==> config.mk <==
export PLATFORM = sky130hd
export DESIGN_NAME = fifo_drain
export DESIGN_NICKNAME = d
export VERILOG_FILES = /design/src/rtl/fifo_drain_pkg.sv /design/src/rtl/fifo_drain_skid.sv /design/src/rtl/fifo_drain.sv
export SDC_FILE = /design/constraint.sdc
export NUM_CORES = 1
export LEC_CHECK = 0
export ABC_AREA = 0
export CAP_MARGIN = 20
export CORE_ASPECT_RATIO = 0.5
export CORE_MARGIN = 2
export CORE_UTILIZATION = 40
export DETAILED_ROUTE_END_ITERATION = 12
export PLACE_DENSITY = 0.67
export SYNTH_ARGS = -nofsm -noshare
export SYNTH_HDL_FRONTEND = slang
export SYNTH_SLANG_ARGS = --single-unit
export TNS_END_PERCENT = 100
==> constraint.sdc <==
create_clock -name clk -period 2.71 [get_ports clk]
set_clock_uncertainty 0.15 [all_clocks]
set_input_delay 0.542 -clock clk [delete_from_list [all_inputs] [get_ports clk]]
set_output_delay 0.542 -clock clk [all_outputs]
set_load 0.03 [all_outputs]
==> src/rtl/fifo_drain_pkg.sv <==
// fifo_drain_pkg
//   Shared types and constants for the fifo_drain read-side controller.
//   BUF_DEPTH          : depth of the output skid buffer
//   DEFAULT_DATA_WIDTH : default word width, matches fifo_syn
//   buf_cnt_t          : occupancy of the skid buffer (0..2)
package fifo_drain_pkg;

   localparam int BUF_DEPTH          = 2;
   localparam int DEFAULT_DATA_WIDTH = 32;

   typedef logic [1:0] buf_cnt_t;

endpackage

==> src/rtl/fifo_drain_skid.sv <==
// fifo_drain_skid
//   Two-entry ordered buffer. entry0 is always the oldest word, so the head
//   output is a plain register and stays stable while it is not popped.
//   clk       : clock
//   rst       : synchronous active-high reset
//   wr_en     : write wr_data into the tail this cycle
//   wr_data   : word to write
//   pop       : remove the head word this cycle
//   count     : number of stored words
//   head_data : oldest stored word
module fifo_drain_skid
   import fifo_drain_pkg::*;
#(
   parameter int DATA_WIDTH = DEFAULT_DATA_WIDTH
) (
   input  logic                  clk,
   input  logic                  rst,
   input  logic                  wr_en,
   input  logic [DATA_WIDTH-1:0] wr_data,
   input  logic                  pop,
   output buf_cnt_t              count,
   output logic [DATA_WIDTH-1:0] head_data
);

   logic [DATA_WIDTH-1:0] entry0;
   logic [DATA_WIDTH-1:0] entry1;

   always_ff @(posedge clk) begin
      if (rst) begin
         count  <= 2'd0;
         entry0 <= '0;
         entry1 <= '0;
      end else begin
         case ({wr_en, pop})
            2'b10: begin
               if (count == 2'd0) entry0 <= wr_data;
               else               entry1 <= wr_data;
               count <= count + 2'd1;
            end
            2'b01: begin
               entry0 <= entry1;
               count  <= count - 2'd1;
            end
            2'b11: begin
               // Count unchanged; the new word goes behind whatever remains.
               if (count == 2'd1) begin
                  entry0 <= wr_data;
               end else begin
                  entry0 <= entry1;
                  entry1 <= wr_data;
               end
            end
            default: ;
         endcase
      end
   end

   assign head_data = entry0;

endmodule

==> src/rtl/fifo_drain.sv <==
// fifo_drain
//   Read-side controller for fifo_syn. Pops words through the FIFO's native
//   cs/rd_en/empty/data_out port and presents them as a valid/ready stream.
//   A 2-entry skid buffer absorbs the FIFO's one-cycle read latency.
//   Optional feature macro: FIFO_DRAIN_CNT_EN adds the CNT_WIDTH parameter,
//   the word_cnt port and the delivered-word counter.
//   clk        : clock, shared with fifo_syn
//   rst        : synchronous active-high reset
//   en         : drain enable; gates new FIFO reads only
//   fifo_empty : fifo_syn.empty
//   fifo_data  : fifo_syn.data_out
//   fifo_cs    : fifo_syn.cs (equals fifo_rd_en)
//   fifo_rd_en : fifo_syn.rd_en, combinational pop request
//   m_valid    : output word valid
//   m_data     : output word (oldest buffered)
//   m_ready    : downstream accepts
//   word_cnt   : delivered-word count (FIFO_DRAIN_CNT_EN only)
module fifo_drain
   import fifo_drain_pkg::*;
#(
   parameter int DATA_WIDTH = DEFAULT_DATA_WIDTH
`ifdef FIFO_DRAIN_CNT_EN
   ,
   parameter int CNT_WIDTH  = 16
`endif
) (
   input  logic                  clk,
   input  logic                  rst,
   input  logic                  en,
   input  logic                  fifo_empty,
   input  logic [DATA_WIDTH-1:0] fifo_data,
   output logic                  fifo_cs,
   output logic                  fifo_rd_en,
   output logic                  m_valid,
   output logic [DATA_WIDTH-1:0] m_data,
   input  logic                  m_ready
`ifdef FIFO_DRAIN_CNT_EN
   ,
   output logic [CNT_WIDTH-1:0]  word_cnt
`endif
);

   buf_cnt_t   buf_cnt;
   logic       inflight;
   logic       pop;
   logic [2:0] occupancy;
   logic [2:0] credit_limit;

   assign pop = m_valid & m_ready;

   // Credit rule: buffered + in-flight words, less the one leaving now,
   // must stay below the buffer depth. Written as occ < depth + pop to keep
   // the arithmetic unsigned.
   assign occupancy    = {1'b0, buf_cnt} + {2'b00, inflight};
   assign credit_limit = 3'(BUF_DEPTH) + {2'b00, pop};

   assign fifo_rd_en = ~rst & en & ~fifo_empty & (occupancy < credit_limit);
   assign fifo_cs    = fifo_rd_en;

   // A read issued this cycle means fifo_data carries the word next cycle.
   always_ff @(posedge clk) begin
      if (rst) inflight <= 1'b0;
      else     inflight <= fifo_rd_en;
   end

   fifo_drain_skid #(
      .DATA_WIDTH (DATA_WIDTH)
   ) u_skid (
      .clk       (clk),
      .rst       (rst),
      .wr_en     (inflight),
      .wr_data   (fifo_data),
      .pop       (pop),
      .count     (buf_cnt),
      .head_data (m_data)
   );

   assign m_valid = (buf_cnt != 2'd0);

`ifdef FIFO_DRAIN_CNT_EN
   always_ff @(posedge clk) begin
      if (rst)      word_cnt <= '0;
      else if (pop) word_cnt <= word_cnt + 1'b1;
   end
`endif

endmodule

==> run_results.csv <==
group,metric,value,unit
clock_tree,clk-insertion-delay-late,0.33,ns
layout,n_antenna_cell,0,
die,die_w,124,um
layout,fin_area,3900,um2
power,ir_worst_vdd,0.531,mV
sta,fmax,396,MHz
detailed_routing,routed_wl,6.92,mm
die,core-area,6830,um2
detailed_routing,drc,0,
status,status,"complete, no violations",
power,p_comb_share,41.3,%
sta,finalHoldViolCount,0,
global_route,overflow,0,
logic_synthesis,syn_area,2900,um2
critical_path,crit_fanout,11,
power,p_switching,1.52,mW
sta,setup_slack,0.182,ns
clock_tree,path_clk_slew,0.05,ns
min_path,holdCritPathClass,"register to register",
critical_path,max_stage_delay,0.58,ns
critical_path,slowest_stage,"dfxtp_1",
clock_tree,cts_tree,"done",
place,pre_cts_slack,0.207,ns
detailed_routing,first_pass_iters,4,
clock_tree,htreeDepth,3,
power,switching_share,37.3,%
place,placed_area,3620,um2
place,hpwl,4.47,mm
power,power_frac_clock,26.5,%
sta,setup_viol,0,
global_route,grt_max_degree,67,
logic_synthesis,syn_nets,390,
logic_synthesis,synthCells,348,
place,gp_congestion,0.740,
clock_tree,numCtsBuffers,9,
logic_synthesis,synth_seq_cells,67,
power,p_int,2.55,mW
die,die-area,7980,um2
logic_synthesis,netlist.area_leader.share,46.3,%
sta,tightest_slew,0.789,ns
logic_synthesis,async_reset_ff_share,0,%
logic_synthesis,seq_area_frac_synth,46.3,%
logic_synthesis,yosysWarnings,0,
logic_synthesis,ys.flop_type,"dfxtp_1",
global_route,grt_usage,18.2,%
critical_path,end_kind,"primary output",
sta,totalNegativeSetupSlack,0,ns
detailed_routing,drtAntennaViolNets,0,
logic_synthesis,avgSynthCellArea,8.32,um2
sta,rsz0062_at_grt,"no",
logic_synthesis,synth_edf_count,0,
critical_path,crit_family,"flip-flops",
layout,nets,452,
flow_run,maxCapViolations,0,
clock_tree,cts-root-buf,"clkbuf_16",
power,fin_total_pwr,4.07,mW
global_route,grt_pass1_wl,11.6,mm
die,die_y,64.2,um
power,power-per-cell-area,1040,nW/um2
clock_tree,cts.sink_count,67,
sta,fin_crit_sh,93.3,%
critical_path,path_buf_inv,1,
die,initial_core_util,42.4,%
layout,drive_gt1_share,11.6,%
detailed_routing,vias,2568,
critical_path,start_kind,"register",
detailed_routing,wl_per_cell,13.7,um
logic_synthesis,synth_largest_area_cell,"dfxtp_1",
logic_synthesis,synth_commonest_cells,"132 x nand2_1, 67 x dfxtp_1, 34 x nor2_1, 32 x a21oi_1, 19 x a311oi_2",
logic_synthesis,yosysMostFrequentCell,"nand2_1",
detailed_routing,via_per_inst,5.08,
die,io_pins,72,
critical_path,path_cells,"ha_1, ha_1, o21ai_1, and4b_1, buf_4",
logic_synthesis,synthTopCellsByArea,"dfxtp_1 46%, nand2_1 17%, a311oi_2 9.8%",
sta,final_max_slew_viol_count,0,
sta,relSlewSlack,47.4,%
global_route,grt_pass1_vias,2527,
detailed_routing,drtIter0Drc,152,
critical_path,worstPathArrival,1.84,ns
global_route,antenna_found_initial,0,
layout,area_delta_synth_final,34.6,%
critical_path,cp.required,2.02,ns
power,p_seq_share,32.1,%
layout,final_core_util,57.1,%
logic_synthesis,synthDistinctLibCells,26,
clock_tree,clockBufferDepth,2,
sta,min_period,2.53,ns
place,io_buffers,71,
critical_path,worst_path_most_repeated_cell,"ha_1",
die,placementRows,21,
critical_path,worst-setup-path-type,"register to primary output",
power,cellLeakagePower,1.37,nW
==> flip-flops by register name, indices dropped and copies added, names as in the netlist <==
name	count
u_skid.entry1	32
u_skid.head_data	32
u_skid.count	2
inflight	1
==> final timing paths <==
path	start	endpoint	slack, ns	cells after the start
worst max-delay path	inflight$_SDFF_PP0_	fifo_cs	0.18	5
worst min-delay path	u_skid.entry1[6]$_SDFFE_PP0P_	u_skid.entry1[6]$_SDFFE_PP0P_	0.30	2
worst max register to register	u_skid.count[0]$_SDFFE_PP0P_	u_skid.entry1[17]$_SDFFE_PP0P_	0.64	7
worst min register to register	u_skid.entry1[6]$_SDFFE_PP0P_	u_skid.entry1[6]$_SDFFE_PP0P_	0.30	2
==> repair_timing <==
action                     CTS  global route
setup buffers                0             0
gates resized for setup      0             1
setup endpoints to repair    0             2
hold buffers                 0             0
==> cell families after synthesis <==
kind of cell / after synthesis / share of synthesized area (%)
buffers and inverters: 29 / 5.62
xor gates and xnor gates: 2 / 0.605
AOI/OAI and AO/OA: 69 / 20.7
DFF: 67 / 46.3
and+or+nand+nor: 176 / 24.6
adders and majority gates: 5 / 2.16
==> per-layer routing <==
layer	wire length [um]	track usage, %
met1	3070	21.2
met3	346	5.53
met5	0	0
met2	3400	31.5
met4	102	7.87
==> power groups by stage <==
| stage | Combinational (mW) | Sequential [mW] | Clock [mW] |
|---|---|---|---|
| 2_1_floorplan | 0.831 | 1.64 | 0 |
| 3_3_place_gp | 1.65 | 1.32 | 0 |
| 3_5_place_dp | 1.68 | 1.33 | 0 |
| 4_1_cts | 1.69 | 1.31 | 1.11 |
| 5_1_grt | 1.82 | 1.34 | 1.16 |
| 6_report | 1.68 | 1.31 | 1.08 |
==> placed cells by master, fill, tap and decap left out, drive strengths merged <==
| cell | Yosys | final |
|---|---|---|
| nand3 | 2 | 2 |
| xnor2 | 2 | 2 |
| ha | 5 | 5 |
| inv | 3 | 3 |
| nand2b | 1 | 1 |
| clkinv | 0 | 2 |
| or3 | 1 | 1 |
| dfxtp | 67 | 67 |
| and4b | 2 | 2 |
| o21ai | 1 | 1 |
| clkdlybuf4s50 | 0 | 68 |
| a211oi | 1 | 1 |
| and2b | 1 | 1 |
| o22ai | 1 | 1 |
| nor2 | 34 | 34 |
| and3 | 1 | 1 |
| a311oi | 31 | 31 |
| buf | 19 | 9 |
| a31oi | 1 | 1 |
| clkbuf | 7 | 13 |
| nand2 | 134 | 134 |
| a21oi | 34 | 34 |
==> cell type report <==
class                           instances  area (um2)
Clock inverter                          2        10.0
Fill cell                             619        2930
Tap cell                               92         115
Clock buffer                           13         270
Multi-Input combinational cell        252        1390
Timing Repair Buffer                   77         758
Inverter                                3        11.3
Sequential cell                        67        1340
==> per-stage QoR <==
stage | std cells | hold WS (ns)
after global routing | 506 | 0.318
after floorplan | 348 | 0.287
after CTS | 506 | 0.305
after detailed placement | 491 | 0.297
final | 506 | 0.303
after global placement | 491 | 0.291
==> worst register-to-register path, cell delays in order (launching register included) <==
cell and delay [ns]:
dfxtp_1 0.39, inv_1 0.10, ha_1 0.24, inv_1 0.09
and3_1 0.39, buf_4 0.36, nand2_1 0.12, a21oi_1 0.15
No activity file was read; power rests on OpenSTA's default activity.
